### config.mk
export PLATFORM = sky130hd
export DESIGN_NAME = noc_rr_lock_arb
export DESIGN_NICKNAME = d
export VERILOG_FILES = /design/src/rtl/noc_arb_pkg.sv /design/src/rtl/noc_rr_lock_arb_rr_pick.sv /design/src/rtl/noc_rr_lock_arb.sv
export SDC_FILE = /design/constraint.sdc
export NUM_CORES = 1
export LEC_CHECK = 0
export ABC_AREA = 1
export BUFFER_PORTS_ARGS = -buffer_cell sky130_fd_sc_hd__buf_4
export CORE_MARGIN = 10
export CORE_UTILIZATION = 30
export DETAILED_ROUTE_END_ITERATION = 16
export SLEW_MARGIN = 40
export SYNTH_ARGS = -nofsm -noshare
export SYNTH_HDL_FRONTEND = slang
export SYNTH_HIERARCHICAL = 1
export SYNTH_SLANG_ARGS = --single-unit
### constraint.sdc
create_clock -name clk -period 3.5 [get_ports clk]
set_input_delay 0.35 -clock clk [delete_from_list [all_inputs] [get_ports clk]]
set_output_delay 0.35 -clock clk [all_outputs]
set_load 0.01 [all_outputs]
### src/rtl/noc_arb_pkg.sv
// Shared types and helpers for the NoC output-port arbiter.
// Width helpers keep every derived field at least one bit wide.
package noc_arb_pkg;

  typedef enum logic [0:0] {
    IDLE  = 1'b0,
    GRANT = 1'b1
  } arb_state_e;

  function automatic int clog2_min1(input int n);
    return (n > 1) ? $clog2(n) : 1;
  endfunction

  function automatic int idw_f(input int n);
    return clog2_min1(n);
  endfunction

  function automatic int pw_f(input int npri);
    return clog2_min1(npri);
  endfunction

  function automatic int cnt_w_f(input int lock_max);
    return clog2_min1(lock_max + 1);
  endfunction

  // Wrap by explicit compare so N need not be a power of two.
  function automatic int inc_mod(input int v, input int n);
    return (v == n - 1) ? 0 : v + 1;
  endfunction

endpackage

### src/rtl/noc_rr_lock_arb_rr_pick.sv
// Round-robin pick: first set bit of cand at or after ptr, modulo N.
// Rotates a doubled copy of the mask, then priority-encodes the low N bits.
module rr_pick #(
  parameter int N   = 4,
  parameter int IDW = 2
) (
  input  logic [N-1:0]   cand,
  input  logic [IDW-1:0] ptr,
  output logic           found,
  output logic [IDW-1:0] winner
);

  localparam logic [IDW:0] N_W = (IDW + 1)'(N);

  logic [N-1:0] rot_s;
  logic [IDW:0] off_s;
  logic [IDW:0] sum_s;

  // Rotate so bit 0 is the candidate at ptr, then take the lowest set bit.
  always_comb begin
    rot_s = N'({cand, cand} >> ptr);
    found = 1'b0;
    off_s = '0;
    for (int k = N - 1; k >= 0; k--) begin
      if (rot_s[k]) begin
        found = 1'b1;
        off_s = (IDW + 1)'(k);
      end else begin
        off_s = off_s;
      end
    end
    sum_s  = {1'b0, ptr} + off_s;
    winner = (sum_s >= N_W) ? IDW'(sum_s - N_W) : IDW'(sum_s);
  end

endmodule

### src/rtl/noc_rr_lock_arb.sv
// N-requester priority / round-robin arbiter with per-requester packet lock
// and optional lock-length cap; grant outputs are registered.
module noc_rr_lock_arb
  import noc_arb_pkg::*;
#(
  parameter int N        = 4,
  parameter int NPRI     = 2,
  parameter int LOCK_MAX = 0,
  localparam int PW      = pw_f(NPRI),
  localparam int IDW     = idw_f(N)
) (
  input  logic            clk,
  input  logic            reset,
  input  logic [N-1:0]    req,
  input  logic [N*PW-1:0] req_pri,
  input  logic [N-1:0]    lock,
  input  logic            out_ready,
  output logic [N-1:0]    grant,
  output logic            grant_valid,
  output logic [IDW-1:0]  grant_id
);

  localparam int            CW      = cnt_w_f(LOCK_MAX);
  localparam logic [PW-1:0] PRI_TOP = PW'(NPRI - 1);
  localparam logic [N-1:0]  ONE_N   = {{(N - 1){1'b0}}, 1'b1};

  arb_state_e     state_q, state_d;
  logic [N-1:0]   grant_q, grant_d;
  logic           grant_valid_q, grant_valid_d;
  logic [IDW-1:0] grant_id_q, grant_id_d;
  logic [IDW-1:0] ptr_q, ptr_d;
  logic [CW-1:0]  lock_cnt_q, lock_cnt_d;

  logic           req_g_s, lock_g_s, cap_hit_s;
  logic           rel_s, keep_s, excl_s, arb_s;
  logic [IDW-1:0] ptr_arb_s;
  logic [N-1:0]   mask_s, cand_s;
  logic [PW-1:0]  pri_s [N];
  logic [PW-1:0]  top_s;
  logic           found_s;
  logic [IDW-1:0] win_s;

  // Decide what the current grant does this cycle: hold, keep under lock, or release.
  always_comb begin
    req_g_s   = |(req & grant_q);
    lock_g_s  = |(lock & grant_q);
    cap_hit_s = (LOCK_MAX != 0) && (int'(lock_cnt_q) == LOCK_MAX - 1);
    rel_s     = 1'b0;
    keep_s    = 1'b0;
    excl_s    = 1'b0;
    case (state_q)
      IDLE: rel_s = 1'b0;
      GRANT: begin
        if (!req_g_s) begin
          rel_s = 1'b1;
        end else if (out_ready) begin
          if (lock_g_s && !cap_hit_s) begin
            keep_s = 1'b1;
          end else begin
            rel_s  = 1'b1;
            excl_s = lock_g_s;  // only a cap-forced holder sits out this round
          end
        end else begin
          rel_s = 1'b0;
        end
      end
      default: rel_s = 1'b0;
    endcase
    arb_s     = (state_q == IDLE) || rel_s;
    ptr_arb_s = rel_s ? IDW'(inc_mod(int'(grant_id_q), N)) : ptr_q;
    mask_s    = req & ~(excl_s ? grant_q : '0);
  end

  // Keep only the requests at the highest priority level present.
  always_comb begin
    top_s  = '0;
    cand_s = '0;
    for (int i = 0; i < N; i++) begin
      pri_s[i] = (req_pri[i*PW +: PW] > PRI_TOP) ? PRI_TOP : req_pri[i*PW +: PW];
      if (mask_s[i] && (pri_s[i] > top_s)) begin
        top_s = pri_s[i];
      end else begin
        top_s = top_s;
      end
    end
    for (int i = 0; i < N; i++) begin
      cand_s[i] = mask_s[i] && (pri_s[i] == top_s);
    end
  end

  rr_pick #(.N(N), .IDW(IDW)) u_pick (
    .cand   (cand_s),
    .ptr    (ptr_arb_s),
    .found  (found_s),
    .winner (win_s)
  );

  // Next-state: re-arbitrate on idle or release, count locked transfers otherwise.
  always_comb begin
    state_d       = state_q;
    grant_d       = grant_q;
    grant_valid_d = grant_valid_q;
    grant_id_d    = grant_id_q;
    ptr_d         = ptr_q;
    lock_cnt_d    = lock_cnt_q;
    if (arb_s) begin
      ptr_d      = ptr_arb_s;
      lock_cnt_d = '0;
      if (found_s) begin
        state_d       = GRANT;
        grant_d       = ONE_N << win_s;
        grant_valid_d = 1'b1;
        grant_id_d    = win_s;
      end else begin
        state_d       = IDLE;
        grant_d       = '0;
        grant_valid_d = 1'b0;
        grant_id_d    = '0;
      end
    end else if (keep_s && (LOCK_MAX != 0)) begin
      lock_cnt_d = lock_cnt_q + CW'(1);
    end else begin
      lock_cnt_d = lock_cnt_q;
    end
  end

  // State and output registers with synchronous reset.
  always_ff @(posedge clk) begin
    if (reset) begin
      state_q       <= IDLE;
      grant_q       <= '0;
      grant_valid_q <= 1'b0;
      grant_id_q    <= '0;
      ptr_q         <= '0;
      lock_cnt_q    <= '0;
    end else begin
      state_q       <= state_d;
      grant_q       <= grant_d;
      grant_valid_q <= grant_valid_d;
      grant_id_q    <= grant_id_d;
      ptr_q         <= ptr_d;
      lock_cnt_q    <= lock_cnt_d;
    end
  end

  assign grant       = grant_q;
  assign grant_valid = grant_valid_q;
  assign grant_id    = grant_id_q;

endmodule

==> metrics.txt, run 1 <==
status finished clean; relative slew slack 0.699; H-tree depth 1; Placed Area a little over 1000 um^2; Routed WL per cell approximately 11 um; TNS Setup 0 ps; most used routing layer met2; Setup Viol. Count Final 0; Routed WL 2020 um; Nets 170; type of origin of the critical path flip-flop; synth-to-layout area growth 23.2%; worst setup margin roughly 600 ps; die height 73.5 um; flops & latches, synth 9; cell area after layout between 1000 and 1500 um^2; standard-cell rows 19; sequential share of the synthesized area 0.210; internal power slightly above 500 uW; Root Driver clkbuf_4; Arrival @ worst endpoint 3110 ps; Period minus WS final a little under 3000 ps; Fmax achieved between 0.3 and 0.4 GHz; met1 Track Usage GR 0.0770; clock share of power 0.073; leakage power approximately 0.55 nW; Worst-Margin Slew 451 ps; CTS tree done; Max Cap Violations 0; vias in the first global route between 800 and 900; NetSw roughly 560 uW; post-CTS setup buffers 0; Flop pwr share 0.163; Worst Hold Class primary input to flip-flop; Max rail drop VDD around 0.55 mV; first-pass GRT wire length ~3300 um; ANT cells 0; Slew Viols, Final 0; # clock sinks 9; CP Capture Type flip-flop; First-pass DRT Iterations 4; FF-to-FF setup slack ~580 ps; Starting DRT DRC Count 42; cts repair resizes 0; RSZ-0062 raised after global routing false; PortBufs 21; Crit Path Max Fanout 8; die area 5400 um^2; Setup WS pre-CTS between 400 and 500 ps; combinational power share 0.764; residual DRC count 0; syn nets 146; clock skew between 2 and 2.5 ps; global routing usage on met3 0.0148; pin count of the biggest net entering global routing 11; Switching Fraction 0.525; antenna-violating nets left 0; Final period util 0.833; layout cells sized above 1 0.388; P per Cell Area a little over 1000 nW/um^2; Cells after Synth 129; Bufs on Longest Clock Path 2; post-layout util 0.383; synthesized area 858 um^2; total gr overflow 0; clk_lat worst skew approximately 250 ps; Placeable Area approximately 2800 um^2; Yosys cell types 24; All-Layer GR Usage 0.0720; Die Width roughly 73 um; Vias slightly below 900; Worst-path clk slew roughly 60 ps; HPWL Detailed roughly 1700 um; vias per cell 4.73; Avg Cell Area, Syn between 6 and 7 um^2; YS warnings 6; initial antenna violation count 0; Placer Congestion a little over 0.7; final hold violation count 0; io pins 22; Post-CTS Hold Fix Bufs 0; Initial Util 0.311; met2 Resource Use GR 0.134; total CTS buffers 3; Crit Path Class flip-flop to flip-flop; CP Data Required Time 3690 ps
==> cells by family after synthesis <==
kind of cell / synth area share
flops: 0.210
compound gates: 0.118
buf+inv: 0.128
fa+ha+maj: 0.0291
xor+xnor: 0.0102
simple gates: 0.504
==> critical path, stage by stage (launching register included) <==
cell	delay [ps]
dfxtp_1	340
nand2_1	80
nand2_2	70
nor2_4	90
nand2_4	100
nand2_4	80
nand2_4	60
nand2_2	80
inv_1	40
nor2_1	350
inv_2	100
nand2_1	100
nand3_1	80
nand2_2	100
nand3_1	70
a21boi_1	130
ha_1	170
xor2_1	180
inv_1	60
nand3_1	70
nand2_1	100
nor3_1	240
nand2_2	80
a21oi_2	100
==> sequential cells by signal, indices dropped and copies added, names as in the netlist <==
signal and cells:
grant_valid 1, ptr_q 2, grant_id 2, grant 4
==> path summary, 6_finish.rpt <==
check | cells after the start | from | end
worst max-delay path | 23 | grant[3] | grant[1]
worst min-delay path | 2 | reset | grant_id[0]
worst max register to register | 23 | grant[3] | grant[1]
worst min register to register | 4 | ptr_q[1] | ptr_q[1]
==> through the flow <==
stage | total power, mW | std cells | hold WS (ps)
2_1_floorplan | 0.864 | 129 | 506
5_1_grt | 1.19 | 183 | 349
4_1_cts | 1.08 | 183 | 345
3_5_place_dp | 0.999 | 179 | 528
6_report | 1.07 | 183 | 357
3_3_place_gp | 0.982 | 179 | 517
==> metal layers <==
| metal | vias to the layer above | share of wire |
|---|---|---|
| met5 | - | 0 |
| met4 | 0 | 0.0084 |
| met3 | 2 | 0.070 |
| met2 | 19 | 0.51 |
| met1 | 388 | 0.41 |
| li1 | 457 | - |
==> layout by cell type, fill, tap and decap left out, drive strengths merged <==
cell type and instances:
a21boi 2, nand4 6, o22ai 1, nand3 16
ha 2, nor2 6, inv 23, xor2 1
nand2 47, nor3 4, clkbuf 4, dfxtp 9
a21oi 9, o21ai 1, buf 21
==> power groups by stage <==
stage / combinational (mW) / clock [mW] / sequential, mW
4_1_cts: 0.826 / 0.0836 / 0.175
6_report: 0.821 / 0.0785 / 0.175
5_1_grt: 0.924 / 0.0867 / 0.180
3_5_place_dp: 0.822 / 0 / 0.177
3_3_place_gp: 0.806 / 0 / 0.177
2_1_floorplan: 0.692 / 0 / 0.172
==> Yosys cell counts <==
master / count / share of area
nand2_8: 1 / 0.023
buf_12: 1 / 0.023
ha_1: 2 / 0.029
o21ai_0: 1 / 0.0058
nand3_1: 15 / 0.087
nor3_1: 4 / 0.023
a21boi_2: 1 / 0.013
a21oi_2: 7 / 0.071
nor2_1: 2 / 0.0087
nand2_4: 3 / 0.039
dfxtp_1: 9 / 0.21
nand2_2: 12 / 0.087
nor2_2: 3 / 0.022
nand2_1: 31 / 0.14
xor2_1: 1 / 0.010
inv_2: 6 / 0.026
buf_1: 1 / 0.0044
nand4_1: 6 / 0.044
nor2_4: 1 / 0.013
a21boi_1: 1 / 0.0087
nand3_4: 1 / 0.020
inv_1: 17 / 0.074
a21oi_1: 2 / 0.012
o22ai_1: 1 / 0.0073
==> area by class of cell <==
class / instances / area, um^2
Fill cell: 303 / 1700
Sequential cell: 9 / 180
Multi-Input combinational cell: 95 / 568
Inverter: 23 / 86.3
Clock buffer: 4 / 26.3
Timing Repair Buffer: 21 / 158
Tap cell: 31 / 38.8
Power figures use the tool's default switching activity.
==> run 2: changes to the inputs <==
--- a/config.mk
+++ b/config.mk
@@ -5,7 +5,7 @@
 export SDC_FILE = /design/constraint.sdc
 export NUM_CORES = 1
 export LEC_CHECK = 0
-export ABC_AREA = 1
+export ABC_AREA = 0
 export BUFFER_PORTS_ARGS = -buffer_cell sky130_fd_sc_hd__buf_4
 export CORE_MARGIN = 10
 export CORE_UTILIZATION = 30
==> constraint.sdc (replaced) <==
create_clock -name clk -period 2.6 [get_ports clk]
set_input_delay 0.26 -clock clk [delete_from_list [all_inputs] [get_ports clk]]
set_output_delay 0.26 -clock clk [all_outputs]
set_load 0.01 [all_outputs]
==> metrics.txt, run 2 <==
status finished with violations; failing checks setup timing; clock skew 1.95 ps; FF/Latch Area ~180 um^2; Cells after Synth 77; standard-cell rows 17; leakage power 0.495 nW; Placeable Area 2170 um^2; Post-synth top flop dfxtp_1; total gr overflow 0; area leader, netlist dfxtp_1; antenna-violating nets left 0; Max Cap Violations 0; sequential share of the synthesized area 0.267; ys async rst share 0; synth-to-layout area growth 69.2%; commonest non-fill, non-tap cell in the layout buf_4; Finished Layout Cells 150; RSZ-0062 raised after global routing true; Crit Path Class flip-flop to flip-flop; Worst-path clk slew 60 ps; Setup Viol. Count Final 5; Fmax achieved between 0.3 and 0.4 GHz; Root Driver clkbuf_4; Placed Instances around 140; Min-Delay Endpoint ptr_q[0]; Placer Congestion about 0.82; H-tree depth 1; CTS tree done; synthesized area 674 um^2; RR Endpoint grant[2]; Initial Util 0.311; commonest cells in the synthesized netlist dfxtp_1, a21oi_1, nand4b_1, nand2_1, o21a_1; residual DRC count 0; vias in the first global route approximately 770; worst setup margin -132 ps; R2R Path Start grant[0]; First-pass DRT Iterations 4; TNS Setup -419 ps; Nets 140; first-pass GRT wire length 3460 um; Slew Viols, Final 0; initial antenna violation count 0; Bufs on Longest Clock Path 2; Routed WL 2130 um; most frequent cells in the layout buf_4, dfxtp_1, nand4b_1; share of the synthesized area in the top cell type 0.267; Final period util 1.05; ANT cells 0; CP Capture Type flip-flop; # clock sinks 9; Synth area leaders dfxtp_1, nand4b_1, o21a_1; PortBufs 21; FF-to-FF setup slack -130 ps; max FFs per register 4; worst hold start reset; Avg Cell Area, Syn 8.76 um^2; io pins 22; relative slew slack 0.638; Worst-Margin Slew between 500 and 600 ps; syn nets 94; die height between 60 and 70 um; Worst Hold Class primary input to flip-flop; hold depth 2; total CTS buffers 3; CP Data Required Time around 2800 ps; multi-input gate area in the final layout ~570 um^2; Vias around 800; YS warnings 6; EDFF count, synth 0; Period minus WS final between 2000 and 3000 ps; All-Layer GR Usage 0.0956; Routed WL per cell approximately 14 um; count leader, synth dfxtp_1; type of origin of the critical path flip-flop; R2R cell count 14; Yosys cell types 34; Fill cells 205; Die Width ~67 um; HPWL Detailed 1680 um; flops & latches, synth 9; layout cells sized above 1 0.566; final hold violation count 0; Crit Path Max Fanout 4; die area ~4500 um^2; P per Cell Area approximately 970 nW/um^2; Arrival @ worst endpoint 2900 ps; vias per cell between 5 and 6; Max rail drop VDD 0.637 mV; Starting DRT DRC Count between 70 and 80; pin count of the biggest net entering global routing 15; clk_lat worst skew about 260 ps
==> run 2: changes by cell type after synthesis, moves of 5 or more <==
cell / before / now
nand2_2: 12 / 0
nand4b_1: 0 / 6
a21oi_2: 7 / 1
o21a_1: 0 / 5
inv_1: 17 / 1
nand3_1: 15 / 1
nand4_1: 6 / 0
inv_2: 6 / 0
nand2_1: 31 / 5
==> run 2: worst max path at each step <==
stage,from,end,depth (start not counted)
2_1_floorplan,grant[0],grant[2],13
3_3_place_gp,req_pri[0],grant[2],14
3_5_place_dp,req_pri[0],grant[0],13
4_1_cts,grant[0],grant[3],13
5_1_grt,grant[0],grant[2],14
6_report,grant[0],grant[2],14
==> run 2: stage by stage <==
stage	hold WS, ps	setup WS [ps]	util	instance area, um^2	total power [mW]
after floorplan	354	-81.5	-	709	0.601
after global placement	508	-142	0.475	1030	0.860
after detailed placement	509	-211	0.475	1030	0.864
after CTS	232	-55.8	0.507	1100	1.02
after global routing	248	-297	0.526	1140	1.19
final	247	-132	0.526	1140	1.11
==> run 2: where the power goes <==
group	switching, mW	total, mW	internal [mW]
Clock	0.0514	0.111	0.0593
Sequential	0.0373	0.222	0.184
Combinational	0.360	0.777	0.417
==> run 2: timing repair <==
action                     in CTS  in global routing
buffers inserted                2                  2
resized for setup               6                  5
hold buffers                    0                  0
pin swaps                       9                  4
setup endpoints to repair       5                  6
==> run 2: cells by family after synthesis <==
group | Yosys count | synth area share
AOI/OAI and AO/OA | 33 | 0.379
xor gates and xnor gates | 2 | 0.0260
buffers and inverters | 4 | 0.0223
muxes | 1 | 0.0223
adders and majority gates | 2 | 0.0371
DFF | 9 | 0.267
and+or+nand+nor | 26 | 0.247
==> run 2: critical path, stage by stage (launching register included) <==
cell      delay, ps
dfxtp_2         320
a222oi_1        350
buf_4           180
a22oi_2          90
o21ai_2         170
nand2_2          80
nand2b_4        140
a21oi_2         110
o22ai_1          80
o21a_1          190
ha_2            180
xnor2_2         140
xnor2_2         240
nand2b_1        130
o31ai_1         230
==> run 2: per-layer routing <==
metal | track usage | wire, um
met5 | 0 | 0
met4 | 0.0103 | 6
met3 | 0.0628 | 261
met2 | 0.149 | 983
met1 | 0.111 | 877
==> run 2: area by class of cell <==
class / instances / area share
sequential: 9 / 0.159
multi-input combinational: 64 / 0.498
clock buffer: 4 / 0.0230
timing repair buffer: 43 / 0.283
tap: 28 / 0.0307
inverter: 2 / 0.00658
==> run 3: changes to the inputs <==
--- a/config.mk
+++ b/config.mk
@@ -10,6 +10,7 @@
 export CORE_MARGIN = 10
 export CORE_UTILIZATION = 30
 export DETAILED_ROUTE_END_ITERATION = 16
+export PLACE_DENSITY = 0.62
 export SLEW_MARGIN = 40
 export SYNTH_ARGS = -nofsm -noshare
 export SYNTH_HDL_FRONTEND = slang
==> metrics.txt, run 3 (synthesis gave the netlist of run 2 again) <==
Starting DRT DRC Count 29; worst setup margin -102 ps; status finished with violations; Initial Util 0.311; leakage power roughly 0.50 nW; final hold violation count 0; commonest non-fill, non-tap cell in the layout buf_4; vias in the first global route between 800 and 900; residual DRC count 0; HPWL Detailed ~1600 um; max FFs per register 4; Die Width around 67 um; PortBufs 21; Routed WL 2220 um; die height approximately 67 um; RR Endpoint grant[2]; Flop pwr share 0.198; vias per cell approximately 5.4; Max rail drop VDD approximately 0.65 mV; clock share of power 0.098; Crit Path Class flip-flop to flip-flop; die area between 4000 and 5000 um^2; Setup WS pre-CTS -212 ps; Worst Hold Class primary input to flip-flop; total gr overflow 0; Worst-Margin Slew approximately 500 ps; Routed WL per cell approximately 15 um; end point of the critical path grant[2]; Slew Viols, Final 0; ANT cells 0; total CTS buffers 3; Placeable Area around 2200 um^2; clock skew about 1.4 ps; Setup Viol. Count Final 4; CP Data Required Time roughly 2800 ps; failing checks setup timing; Final period util 1.04; R2R cell count 13; antenna-violating nets left 0; Arrival @ worst endpoint ~2900 ps; Switching Fraction 0.402; Fmax achieved 0.370 GHz; NetSw 449 uW; Vias 809; synth-to-layout area growth 73.5%; CP Capture Type flip-flop; post-layout util 0.539; type of origin of the critical path flip-flop; Critical Path Max Stage Delay ~430 ps; Bufs on Longest Clock Path 2; most frequent cells in the layout buf_4, dfxtp_1, nand4b_1; Placer Congestion between 0.7 and 0.8; CTS tree done; Root Driver clkbuf_4; FF-to-FF setup slack -100 ps; Max Cap Violations 0; P per Cell Area roughly 950 nW/um^2; internal power 667 uW; combinational power share 0.704; critical path launch point grant[0]; Period minus WS final about 2700 ps; layout cells sized above 1 0.602; pin count of the biggest net entering global routing 15; Crit Path Max Fanout 4; First-pass DRT Iterations 4; Worst-path clk slew 60 ps; relative slew slack 0.661; io pins 22; R2R Path Start grant[0]; H-tree depth 1; Slowest cell on crit path a222oi_1; All-Layer GR Usage 0.0975; Final Power 1.12 mW; cell mode on critical path xnor2_2; standard-cell rows 17; initial antenna violation count 0; Nets about 140; # clock sinks 9; first-pass GRT wire length approximately 3600 um; RSZ-0062 raised after global routing true; crit path cell chain a222oi_1 > a22oi_2 > o21ai_2 > nand2_2 > nand2b_4 > a21oi_2 > o22ai_1 > o21a_1 > ha_2 > xnor2_2 > xnor2_2 > nand2b_1 > o31ai_2; clk_lat worst skew 260 ps
run 3: power by group through the flow:
stage               clock network, mW  registers (mW)  logic (mW)
CTS                             0.110           0.222       0.706
detailed placement                  0           0.222       0.622
global placement                    0           0.219       0.619
global route                    0.115           0.227       0.851
finish                          0.109           0.222       0.786
floorplan                           0           0.233       0.369
run 3: metal layers:
metal	global-route usage	wire length [um]
met1	0.114	947
met2	0.164	1010
met3	0.0529	258
met4	0	0
met5	0	0
run 3: repair_timing:
| item | in CTS | in global routing |
|---|---|---|
| buffers inserted | 4 | 2 |
| pin swaps | 11 | 3 |
| resized for setup | 10 | 4 |
| hold buffers | 0 | 0 |
| setup endpoints to repair | 5 | 5 |
run 3: critical path: cells and delay by family, from the launching register on:
family,cells,cell delay [ps]
AO/OA/AOI/OAI,7,1360
AND/OR/NAND/NOR,3,380
XOR/XNOR,2,370
flip-flops,1,320
adder cells (fa/ha/maj),1,180
run 3: final cells by class:
cell class,count,area [um^2]
timing repair buffer,44,334
multi-input combinational,64,586
clock buffer,4,26.3
sequential,9,181
inverter,2,7.51
tap,28,35.0
fill,203,1000
run 3: how the worst min path moves through the flow:
stage                     startpoint        to  slack [ps]  cells past startpoint
after CTS                      reset  ptr_q[0]         240                      2
final                          reset  ptr_q[0]         250                      2
after detailed placement       reset  ptr_q[0]         510                      2
after floorplan                reset  grant[0]         350                      1
after global routing           reset  ptr_q[0]         260                      2
after global placement         reset  ptr_q[0]         510                      2
run 3: per-stage QoR:
| stage | instance area (um^2) | std cells | setup TNS [ps] | hold WS [ps] |
|---|---|---|---|---|
| after floorplan | 709 | 77 | -299 | 354 |
| after global placement | 1020 | 141 | -644 | 506 |
| after detailed placement | 1020 | 141 | -927 | 513 |
| after CTS | 1130 | 149 | -134 | 240 |
| after global routing | 1170 | 151 | -1110 | 262 |
| final | 1170 | 151 | -314 | 250 |
